--- src/rtl/uart_core.sv ---
// uart_core: 16x-oversampled UART with runtime baud divisor, optional parity, sticky error flags and RX/TX FIFOs
module uart_core #(
    parameter int   DBIT       = 8,
    parameter int   SB_TICK    = 16,
    parameter int   DVSR_BIT   = 16,
    parameter int   FIFO_W     = 2,
    parameter logic PARITY_EN  = 1'b0,
    parameter logic PARITY_ODD = 1'b0
) (
    input  logic                i_clk,
    input  logic                i_rst,
    input  logic [DVSR_BIT-1:0] i_dvsr,
    input  logic                i_rx,
    input  logic                i_rd_uart,
    input  logic                i_wr_uart,
    input  logic [DBIT-1:0]     i_w_data,
    input  logic                i_clr_err,
    output logic                o_tx,
    output logic [DBIT-1:0]     o_r_data,
    output logic                o_rx_empty,
    output logic                o_tx_full,
    output logic                o_tx_empty,
    output logic                o_frame_err,
    output logic                o_parity_err,
    output logic                o_overrun
);
    localparam int NW = (DBIT > 1) ? $clog2(DBIT) : 1;
    localparam logic [NW-1:0] N_LAST = NW'(DBIT - 1);
    localparam logic [4:0] S_LAST = 5'(SB_TICK - 1);
    localparam int DEPTH = 1 << FIFO_W;

    typedef enum logic [2:0] {IDLE, START, DATA, PARITY, STOP} state_t;

    logic [DVSR_BIT-1:0] cnt, dvsr_q;
    logic tick;
    logic [1:0] sync;
    logic rx_in;
    assign tick = cnt == dvsr_q;
    assign rx_in = sync[1];
    // divisor is latched at wrap so a new value never truncates the current period
    always_ff @(posedge i_clk or negedge i_rst)
        if (!i_rst) begin
            cnt <= '0;
            dvsr_q <= '0;
            sync <= 2'b11;
        end else begin
            cnt <= tick ? '0 : cnt + 1'b1;
            if (tick) dvsr_q <= i_dvsr;
            sync <= {sync[0], i_rx};
        end

    state_t r_st, r_st_n, t_st, t_st_n;
    logic [4:0] r_s, r_s_n, t_s, t_s_n;
    logic [NW-1:0] r_n, r_n_n, t_n, t_n_n;
    logic [DBIT-1:0] r_b, r_b_n, t_sh, t_sh_n, t_dout;
    logic t_par, t_par_n, t_bit_n, push, pop, ferr_set, perr_set, t_empty;

    logic [DBIT-1:0] r_mem [DEPTH];
    logic [DBIT-1:0] t_mem [DEPTH];
    logic [FIFO_W-1:0] r_wp, r_rp, t_wp, t_rp;
    logic [FIFO_W:0] r_cnt, t_cnt;
    logic r_full, r_wr, r_rd, t_wr;
    assign o_rx_empty = r_cnt == '0;
    assign r_full = r_cnt[FIFO_W];
    assign r_wr = push && !r_full;
    assign r_rd = i_rd_uart && !o_rx_empty;
    assign o_r_data = r_mem[r_rp];
    assign t_empty = t_cnt == '0;
    assign o_tx_full = t_cnt[FIFO_W];
    assign t_wr = i_wr_uart && !o_tx_full;
    assign t_dout = t_mem[t_rp];
    assign o_tx_empty = t_empty && t_st == IDLE;

    always_ff @(posedge i_clk or negedge i_rst)
        if (!i_rst) begin
            r_wp <= '0;
            r_rp <= '0;
            r_cnt <= '0;
            t_wp <= '0;
            t_rp <= '0;
            t_cnt <= '0;
        end else begin
            r_wp <= r_wp + FIFO_W'(r_wr);
            r_rp <= r_rp + FIFO_W'(r_rd);
            r_cnt <= r_cnt + (FIFO_W+1)'(r_wr) - (FIFO_W+1)'(r_rd);
            t_wp <= t_wp + FIFO_W'(t_wr);
            t_rp <= t_rp + FIFO_W'(pop);
            t_cnt <= t_cnt + (FIFO_W+1)'(t_wr) - (FIFO_W+1)'(pop);
        end

    always_ff @(posedge i_clk) begin
        if (r_wr) r_mem[r_wp] <= r_b;
        if (t_wr) t_mem[t_wp] <= i_w_data;
    end

    always_ff @(posedge i_clk or negedge i_rst)
        if (!i_rst) begin
            o_frame_err <= 1'b0;
            o_parity_err <= 1'b0;
            o_overrun <= 1'b0;
        end else begin
            o_frame_err <= ferr_set || (o_frame_err && !i_clr_err);
            o_parity_err <= perr_set || (o_parity_err && !i_clr_err);
            o_overrun <= (push && r_full) || (o_overrun && !i_clr_err);
        end

    always_ff @(posedge i_clk or negedge i_rst)
        if (!i_rst) begin
            r_st <= IDLE;
            r_s <= '0;
            r_n <= '0;
            r_b <= '0;
            t_st <= IDLE;
            t_s <= '0;
            t_n <= '0;
            t_sh <= '0;
            t_par <= 1'b0;
            o_tx <= 1'b1;
        end else begin
            r_st <= r_st_n;
            r_s <= r_s_n;
            r_n <= r_n_n;
            r_b <= r_b_n;
            t_st <= t_st_n;
            t_s <= t_s_n;
            t_n <= t_n_n;
            t_sh <= t_sh_n;
            t_par <= t_par_n;
            o_tx <= t_bit_n;
        end

    always_comb begin
        r_st_n = r_st;
        r_s_n = r_s;
        r_n_n = r_n;
        r_b_n = r_b;
        push = 1'b0;
        ferr_set = 1'b0;
        perr_set = 1'b0;
        case (r_st)
            IDLE: if (!rx_in) begin
                r_st_n = START;
                r_s_n = '0;
            end
            START: if (tick) begin
                if (r_s == 5'd7) begin
                    r_st_n = rx_in ? IDLE : DATA;
                    r_s_n = '0;
                    r_n_n = '0;
                end else r_s_n = r_s + 5'd1;
            end
            DATA: if (tick) begin
                if (r_s == 5'd15) begin
                    r_s_n = '0;
                    r_b_n = {rx_in, r_b[DBIT-1:1]};
                    r_n_n = r_n + 1'b1;
                    if (r_n == N_LAST) r_st_n = PARITY_EN ? PARITY : STOP;
                end else r_s_n = r_s + 5'd1;
            end
            PARITY: if (tick) begin
                if (r_s == 5'd15) begin
                    r_s_n = '0;
                    perr_set = rx_in != (^r_b ^ PARITY_ODD);
                    r_st_n = STOP;
                end else r_s_n = r_s + 5'd1;
            end
            STOP: if (tick) begin
                if (r_s == S_LAST) begin
                    r_st_n = IDLE;
                    push = rx_in;
                    ferr_set = !rx_in;
                end else r_s_n = r_s + 5'd1;
            end
            default: r_st_n = IDLE;
        endcase
    end

    // o_tx is registered from next-state values so it changes on the same edge as the FSM
    always_comb begin
        t_st_n = t_st;
        t_s_n = t_s;
        t_n_n = t_n;
        t_sh_n = t_sh;
        t_par_n = t_par;
        pop = 1'b0;
        case (t_st)
            IDLE: if (!t_empty) begin
                pop = 1'b1;
                t_sh_n = t_dout;
                t_par_n = ^t_dout ^ PARITY_ODD;
                t_st_n = START;
                t_s_n = '0;
            end
            START: if (tick) begin
                if (t_s == 5'd15) begin
                    t_st_n = DATA;
                    t_s_n = '0;
                    t_n_n = '0;
                end else t_s_n = t_s + 5'd1;
            end
            DATA: if (tick) begin
                if (t_s == 5'd15) begin
                    t_s_n = '0;
                    t_sh_n = t_sh >> 1;
                    t_n_n = t_n + 1'b1;
                    if (t_n == N_LAST) t_st_n = PARITY_EN ? PARITY : STOP;
                end else t_s_n = t_s + 5'd1;
            end
            PARITY: if (tick) begin
                if (t_s == 5'd15) begin
                    t_st_n = STOP;
                    t_s_n = '0;
                end else t_s_n = t_s + 5'd1;
            end
            STOP: if (tick) begin
                if (t_s == S_LAST) t_st_n = IDLE;
                else t_s_n = t_s + 5'd1;
            end
            default: t_st_n = IDLE;
        endcase
        t_bit_n = t_st_n == START ? 1'b0 : t_st_n == DATA ? t_sh_n[0] : t_st_n == PARITY ? t_par_n : 1'b1;
    end
endmodule

--- config.mk ---
export PLATFORM = sky130hd
export DESIGN_NAME = uart_core
export DESIGN_NICKNAME = d
export VERILOG_FILES = /design/src/rtl/uart_core.sv
export SDC_FILE = /design/constraint.sdc
export NUM_CORES = 1
export LEC_CHECK = 0
export BUFFER_PORTS_ARGS = -buffer_cell sky130_fd_sc_hd__buf_2
export CORE_ASPECT_RATIO = 0.75
export CORE_UTILIZATION = 55
export DETAILED_ROUTE_END_ITERATION = 10
export PLACE_DENSITY = 0.73
export SYNTH_ARGS = -nofsm -noshare
export SYNTH_HDL_FRONTEND = slang
export SYNTH_SLANG_ARGS = --single-unit
--- constraint.sdc ---
create_clock -name i_clk -period 4.5 [get_ports i_clk]
set_input_delay 0.9 -clock i_clk [delete_from_list [all_inputs] [get_ports i_clk]]
set_output_delay 0.9 -clock i_clk [all_outputs]
set_load 0.01 [all_outputs]
==> results of run 1 <==
[critical path, cell delays in order (launching register included)]
cell,delay [ns]
sky130_fd_sc_hd__dfrtp_1,0.41
sky130_fd_sc_hd__xnor2_1,0.26
sky130_fd_sc_hd__nand4_1,0.18
sky130_fd_sc_hd__nor4_4,0.34
sky130_fd_sc_hd__nand2_4,0.13
sky130_fd_sc_hd__or3_1,0.42
sky130_fd_sc_hd__ha_1,0.29
sky130_fd_sc_hd__inv_1,0.04
sky130_fd_sc_hd__ha_1,0.18
sky130_fd_sc_hd__fa_1,0.38
sky130_fd_sc_hd__xnor2_1,0.15
sky130_fd_sc_hd__xnor2_1,0.12
[power by group]
part	internal [µW]	switching [µW]	leakage [µW]
Clock	825	593	0.000275
Sequential	1660	201	0.00167
Combinational	371	349	0.00127
[area by class of cell]
class,count,share of cell area [%]
clock buffers,17,5.35
clock inverters,14,2.00
inverters,20,0.944
multi-input cells,330,32.8
flip-flops and latches,155,52.8
well taps,166,2.61
repair buffers,51,3.46
[sequential cells by signal (all words and copies together), names as in the netlist, 3 cells and up]
| signal | cells |
|---|---|
| t_n | 3 |
| cnt | 16 |
| r_st | 3 |
| t_sh | 8 |
| r_b | 8 |
| r_mem | 32 |
| t_cnt | 3 |
| t_mem | 32 |
| r_s | 5 |
| r_n | 3 |
| dvsr_q | 16 |
| t_st | 3 |
| r_cnt | 3 |
| t_s | 5 |
[cells in the final DEF (no fill, tap or decap), types with 5 or more instances in the layout]
master and count:
sky130_fd_sc_hd__buf_4 8, sky130_fd_sc_hd__inv_6 5, sky130_fd_sc_hd__nand2b_1 7, sky130_fd_sc_hd__o21ai_0 19, sky130_fd_sc_hd__edfxtp_1 64, sky130_fd_sc_hd__dfrtp_1 88, sky130_fd_sc_hd__a22oi_1 7, sky130_fd_sc_hd__nand3_1 13
sky130_fd_sc_hd__ha_1 20, sky130_fd_sc_hd__xor2_1 15, sky130_fd_sc_hd__clkbuf_16 17, sky130_fd_sc_hd__a21oi_1 9, sky130_fd_sc_hd__nand4_1 8, sky130_fd_sc_hd__nor2_1 31, sky130_fd_sc_hd__buf_2 43, sky130_fd_sc_hd__a22o_1 5
sky130_fd_sc_hd__nor3_1 10, sky130_fd_sc_hd__or3_1 5, sky130_fd_sc_hd__nor2b_1 7, sky130_fd_sc_hd__mux4_2 16, sky130_fd_sc_hd__mux2_2 19, sky130_fd_sc_hd__and3_1 7, sky130_fd_sc_hd__xnor2_1 37, sky130_fd_sc_hd__inv_1 20
sky130_fd_sc_hd__nand2_1 44
[metal layers]
metal	up-vias	share of wire, %	GRT usage (%)
met1	2105	48	29.4
li1	1990	-	-
met3	8	3.7	4.28
met4	0	0.88	8.05
met2	80	48	32.6
met5	-	0	0
[per-stage QoR]
step                      worst slack [ns]  cell area [µm²]  hold slack [ns]  instances  utilization [%]
after detailed placement              1.47             7370            0.349        722             59.9
after global placement                1.55             7370            0.346        722             59.9
after floorplan                       1.67             6980            0.345        524                -
after CTS                             1.46             7950            0.358        753             64.6
final                                 1.48             7950            0.357        753             64.6
after global routing                  1.28             7950            0.363        753             64.6
[kinds of logic (layout without fill, tap and decap cells)]
group                    after synthesis  in the layout  synth area share, %
flip-flops                           155            155                 60.2
AND/OR/NAND/NOR                      152            152                 11.0
AO/OA/AOI/OAI                         62             62                 6.08
XOR/XNOR                              52             52                 6.53
multiplexers                          42             42                 9.58
buffers and inverters                 39            102                 2.39
adder cells (fa/ha/maj)               22             22                 4.16
[how the worst max path moves through the flow]
stage                     endpoint  slack [ns]  cells after the start   start
after floorplan           r_cnt[2]        1.67                     11  cnt[7]
after global placement    r_cnt[2]        1.55                     11  cnt[2]
after detailed placement  r_cnt[2]        1.47                     11  cnt[3]
after CTS                 r_cnt[2]        1.46                     11  cnt[3]
after global routing      r_cnt[2]        1.28                     11  cnt[3]
final                     r_cnt[2]        1.48                     11  cnt[0]
==> results.txt, run 1 <==
----------------------------------------------------
[Detailed routing]
  Via count normalized by instance count ... 5.56
  DRC ... 0
  DR pass1 iterations ... 5
  Residual antenna-violating net count after detailed routing ... 0
  Via count of the routed design ... 4183
  Initial detailed-routing violation count ... 302
  Drt wl/cell ... 16.5 µm
  Wirelength, routed ... about 12 mm

[Clock network]
  Resized Gates After CTS ... 0
  Number of sinks handled by clock tree synthesis ... 155
  Cell chosen for the clock root ... sky130_fd_sc_hd__clkbuf_16
  Number of setup buffers added after CTS ... 0
  CTS buffer count ... 17
  Clock transition at the register clock pins on the worst setup and hold paths after CTS ... 0.07 ns
  Hold Buf Count CTS ... 0
  Clock tree buffer depth ... 2
  Worst-Skew Late Latency ... 0.42 ns
  TritonCTS clock tree ... yes
  Level count of the clock H-tree ... 4

[Die]
  Core area ... about 12000 µm²
  Number of core rows ... 35
  I/O pins ... 45
  Die X-Extent ... 132 µm
  Die Y ... 99.5 µm
  Effective utilization at floorplan ... a little under three fifths
  Floorplan die area ... 13100 µm²

[Synth]
  Synthesized area divided by synthesized cell count ... 13.3 µm²
  Portion of synthesized cell area occupied by the leading cell type ... between 30% and 40%
  Predominant post-synthesis flop cell ... sky130_fd_sc_hd__dfrtp_1
  Count of flip-flops with a built-in enable after synthesis ... 64
  Leading post-synthesis cells by cell area ... sky130_fd_sc_hd__dfrtp_1, sky130_fd_sc_hd__edfxtp_1, sky130_fd_sc_hd__mux4_2
  Cell type with the largest total area after synthesis ... sky130_fd_sc_hd__dfrtp_1
  Cell area after synthesis ... 6980 µm²
  Net count of the mapped netlist ... 576
  Number of distinct standard cells referenced by the synthesized netlist ... 53
  Asr flop ratio synth ... 58.7%
  Syn Inst Count ... 524
  Register bit count reported by yosys ... 155
  Yosys warnings ... 0
  Post-synth top cells ... sky130_fd_sc_hd__dfrtp_1, sky130_fd_sc_hd__edfxtp_1, sky130_fd_sc_hd__nand2_1
  Most instantiated library cell after synthesis ... sky130_fd_sc_hd__dfrtp_1
  Sequential fraction of the synthesis area ... 60.2%

[Timing]
  Setup tns final ... 0 ns
  Max-slew violation count ... 0
  Worst-Margin Slew ... 0.821 ns
  Highest clock frequency the design can meet ... between 300 and 400 MHz
  Final Hold Fails ... 0
  Setup Skew ... 0.0128 ns
  Final Cycle Share ... 67.1%
  Number of failing setup endpoints in the final timing report ... 0
  RSZ-0062 raised after global routing ... false
  Relative slew slack ... 45.1%
  Shortest period the worst path allows ... 3.02 ns

[Pwr]
  Ratio of total power to cell area ... slightly above 500 nW/µm²
  P_leak ... ~0.0032 µW
  Peak VDD IR ... roughly 0.3 mV
  Post-layout power ... between 3000 and 4000 µW

[Critical path]
  Highest fanout seen on the critical path ... 9
  Worst reg2reg endpoint ... r_cnt[2]
  Data arrival at the endpoint of the critical path ... about 3.3 ns
  Launching element type of the critical path ... register
  Worst R2R Setup Slack ... 1.48 ns
  Type of destination of the critical path ... register
  Crit Path Class ... register to register
  R2r startpoint ... cnt[0]
  Reg2Reg Depth ... 11
  Required time at the endpoint of the critical path ... 4.81 ns

[Final layout]
  Sequential cell area ... approximately 4200 µm²
  Area of the multi-input gates ... 2610 µm²
  Fin nets ... 627
  Number of diodes added for antenna fixing ... 0
  Filler Cells Inserted ... ~900
  Area growth from synthesis to layout ... 14.0%
  Share of layout cells above drive strength 1 ... 22.8%

[Global route]
  Overall Global Routing Usage ... 21.0%
  Overflow after GRT ... 0
  Number of antenna violations at the first check in global routing ... 0
  Number of global-route vias before repair ... 4228
  Largest net degree at the start of global routing ... 52
  Global-route wire length before repair ... 21.3 mm

[Place]
  GPL Wtd Cong ... 0.783
  Detailed placement HPWL ... 8.40 mm
  Count of input and output buffers ... 44

[Min path]
  Source of the worst hold timing path ... sync[0]
  Sink of the worst hold path ... sync[1]
  Hold Path Class ... register to register
  Number of cells on the worst hold path ... 0

[Run status]
  Outcome ... finished clean

[Job]
  Number of max-capacitance violations reported ... 0

----------------------------------------------------
Power figures use the tool's default switching activity.
==> inputs of run 2 (changes only) <==
--- a/config.mk
+++ b/config.mk
@@ -9,7 +9,7 @@
 export CORE_ASPECT_RATIO = 0.75
 export CORE_UTILIZATION = 55
 export DETAILED_ROUTE_END_ITERATION = 10
-export PLACE_DENSITY = 0.73
+export PLACE_DENSITY = 0.76
 export SYNTH_ARGS = -nofsm -noshare
 export SYNTH_HDL_FRONTEND = slang
 export SYNTH_SLANG_ARGS = --single-unit
==> constraint.sdc (replaced) <==
create_clock -name i_clk -period 2.7 [get_ports i_clk]
set_input_delay 0.54 -clock i_clk [delete_from_list [all_inputs] [get_ports i_clk]]
set_output_delay 0.54 -clock i_clk [all_outputs]
set_load 0.01 [all_outputs]
==> run 2 against run 1 <==
The flow now finishes with violations (negative setup slack); via count up 5.0%; global-route usage is 1.2 points higher; combinational power grew 92%; non-clock buffer count increased by 41; clock power increased by 59%; sequential share of layout area decreased by 2.5 points; first-iteration DRC count is 32% higher; critical path depth unchanged; cell count rose by 5.6%; clock-buffer cell count unchanged; critical path type unchanged; critical endpoint unchanged; largest power group unchanged; highest routed layer unchanged.
==> results.txt, run 2 (same netlist as run 1, synthesis figures left out) <==
----------------------------------------------------
[Job]
  Number of max-capacitance violations reported ... 0 (unchanged)

[Detailed routing]
  Initial detailed-routing violation count ... 399 (+32%)
  Via count of the routed design ... 4391 (+5.0%)
  DRC ... 0 (unchanged)
  Drt wl/cell ... 17.0 µm (+2.9%)
  Via count normalized by instance count ... 5.52 (-0.57%)
  Residual antenna-violating net count after detailed routing ... 0 (unchanged)
  Wirelength, routed ... 13.5 mm (+8.7%)
  DR pass1 iterations ... 4 (-1)

[Critical path]
  R2r startpoint ... cnt[6]
  Slowest-stage cell, CP ... sky130_fd_sc_hd__nor4_4
  Critical path capture point ... r_cnt[2]
  Data arrival at the endpoint of the critical path ... 3.22 ns (-0.11 ns)
  Worst R2R Setup Slack ... -0.23 ns (-1.70 ns)
  Reg2Reg Depth ... 11 (unchanged)
  Required time at the endpoint of the critical path ... 3.00 ns (-1.81 ns)
  Worst reg2reg endpoint ... r_cnt[2]
  Delay of the slowest critical-path stage ... 0.46 ns (+0.04 ns)
  Launching element type of the critical path ... register
  Crit Path Class ... register to register
  Highest fanout seen on the critical path ... 3 (-6)
  Timing startpoint of the critical path ... cnt[6]
  Type of destination of the critical path ... register
  Critical-path cell list ... xnor2_1 -> nand4_1 -> nor4_4 -> nand2_4 -> or3_4 -> ha_4 -> inv_2 -> ha_4 -> fa_2 -> xnor2_2 -> xnor2_1

[Pwr]
  P_leak ... 0.00345 µW (+7.5%)
  Register share of total power ... 45.7% (-0.8 points)
  Net switching power ... 1930 µW (+69%)
  Power Internal ... 4770 µW (+67%)
  Switching power share of the total ... 28.8% (+0.24 points)
  Ratio of total power to cell area ... 803 nW/µm² (+60%)
  Clock share of power ... 33.7% (-1.8 points)
  Peak VDD IR ... 0.607 mV (+98%)
  Combinational power share ... 20.6% (+2.6 points)

[Place]
  Count of input and output buffers ... 44 (unchanged)
  Area after DPL ... 7640 µm² (+3.7%)
  Post-Place Cells ... 756 (+4.7%)
  Detailed placement HPWL ... 8.99 mm (+7.0%)
  Setup slack after placement ... -0.190 ns (-1.66 ns)
  GPL Wtd Cong ... 0.790 (+1.0%)

[Final layout]
  Leading cell type in the layout, fill and taps excluded ... sky130_fd_sc_hd__dfrtp_1
  Fin nets ... 668 (+6.5%)
  Share of layout cells above drive strength 1 ... 29.3% (+6.4 points)
  Number of non-filler instances in the completed layout ... 795 (+5.6%)
  Share of the core filled with cells in the final layout ... 67.8% (+3.2 points)
  Largest registers ... r_mem (32), t_mem (32)
  Commonest cells after routing, fill and taps aside ... sky130_fd_sc_hd__dfrtp_1, sky130_fd_sc_hd__edfxtp_1, sky130_fd_sc_hd__buf_4
  Post-route cell area ... 8350 µm² (+5.0%)
  Number of diodes added for antenna fixing ... 0 (unchanged)
  Area growth from synthesis to layout ... 19.6%

[Min path]
  Hold Path Class ... input port to asynchronous set/reset pin

[Clock network]
  Level count of the clock H-tree ... 4 (unchanged)
  CTS buffer count ... 17 (unchanged)
  TritonCTS clock tree ... yes
  Worst-Skew Late Latency ... 0.42 ns (about the same)
  Hold Buf Count CTS ... 0 (unchanged)
  Cell chosen for the clock root ... sky130_fd_sc_hd__clkbuf_16
  Clock transition at the register clock pins on the worst setup and hold paths after CTS ... 0.07 ns (about the same)
  Number of sinks handled by clock tree synthesis ... 155 (unchanged)
  Clock tree buffer depth ... 2 (unchanged)

[Die]
  Effective utilization at floorplan ... 56.7% (unchanged)
  Number of core rows ... 35 (unchanged)
  Floorplan die area ... 13100 µm² (unchanged)
  Die Y ... 99.5 µm (unchanged)
  Core area ... 12300 µm² (unchanged)
  Die X-Extent ... 132 µm (unchanged)
  I/O pins ... 45 (unchanged)

[Global route]
  Global-route wire length before repair ... 22.4 mm (+5.2%)
  Overflow after GRT ... 0 (unchanged)
  Largest net degree at the start of global routing ... 48 (-7.7%)
  Number of antenna violations at the first check in global routing ... 0 (unchanged)
  Number of global-route vias before repair ... 4459 (+5.5%)
  Overall Global Routing Usage ... 22.2% (+1.2 points)

[Timing]
  Final Cycle Share ... 108% (+41 points)
  Relative slew slack ... 49.4% (+4.3 points)
  Shortest period the worst path allows ... 2.93 ns (-0.0952 ns)
  Highest clock frequency the design can meet ... 342 MHz (+3.3%)
  RSZ-0062 raised after global routing ... true
  Setup slack of the critical path after layout ... -0.226 ns (-1.70 ns)
  Worst-Margin Slew ... 0.757 ns (-0.0642 ns)
  Setup tns final ... -0.261 ns (-0.261 ns)
  Final Hold Fails ... 0 (unchanged)
  Setup Skew ... 0.00858 ns (-0.00426 ns)
  Max-slew violation count ... 0 (unchanged)
  Number of failing setup endpoints in the final timing report ... 2 (+2)

[Run status]
  Outcome ... finished with violations
  Failing checks ... negative setup slack

----------------------------------------------------
## run 2: how the worst min path moves through the flow
stage	end	slack (ns)	depth (start not counted)
after floorplan	cnt[0]	0.24	0
after global placement	sync[1]	0.35	0
after detailed placement	sync[1]	0.35	0
after CTS	o_frame_err	0.05	1
after global routing	r_s[1]	0.06	1
final	cnt[8]	0.04	1
## run 2: metrics by stage
step           hold WS (ns)  total power [µW]
2_1_floorplan         0.244              3990
3_3_place_gp          0.347              4320
3_5_place_dp          0.349              4410
4_1_cts              0.0452              6730
5_1_grt              0.0588              7020
6_report             0.0418              6700
## run 2: critical path: cells and delay by family, from the launching register on
family	cells	cell delay [ns]
buf+inv	1	0.04
xor+xnor	3	0.47
fa+ha+maj	3	0.77
simple gates	4	1.09
flops	1	0.42
## run 2: area by class of cell
class,instances,area [µm²]
Clock inverter,15,139
Tap cell,166,208
Sequential cell,155,4200
Clock buffer,17,425
Timing Repair Buffer,92,633
Inverter,20,75.1
Fill cell,863,3960
Multi-Input combinational cell,330,2660
## run 2: power groups by stage
stage	clock network (µW)	logic (µW)	registers, µW
global placement	0	1250	3070
finish	2260	1380	3060
CTS	2290	1380	3060
detailed placement	0	1320	3090
floorplan	0	1030	2960
global route	2390	1520	3110
## run 2: routing by layer
metal / track usage (%) / wire [µm] / part of all wire, %
met5: 0 / 0 / 0
met4: 9.03 / 238 / 1.8
met3: 3.47 / 503 / 3.7
met2: 36.7 / 6600 / 49
met1: 29.8 / 6190 / 46
## run 2: repair_timing
item / 4_1_cts / 5_1_grt
cloned: 0 / 1
resized for setup: 8 / 6
setup endpoints to repair: 7 / 31
setup buffers: 3 / 4
pin swaps: 3 / 3
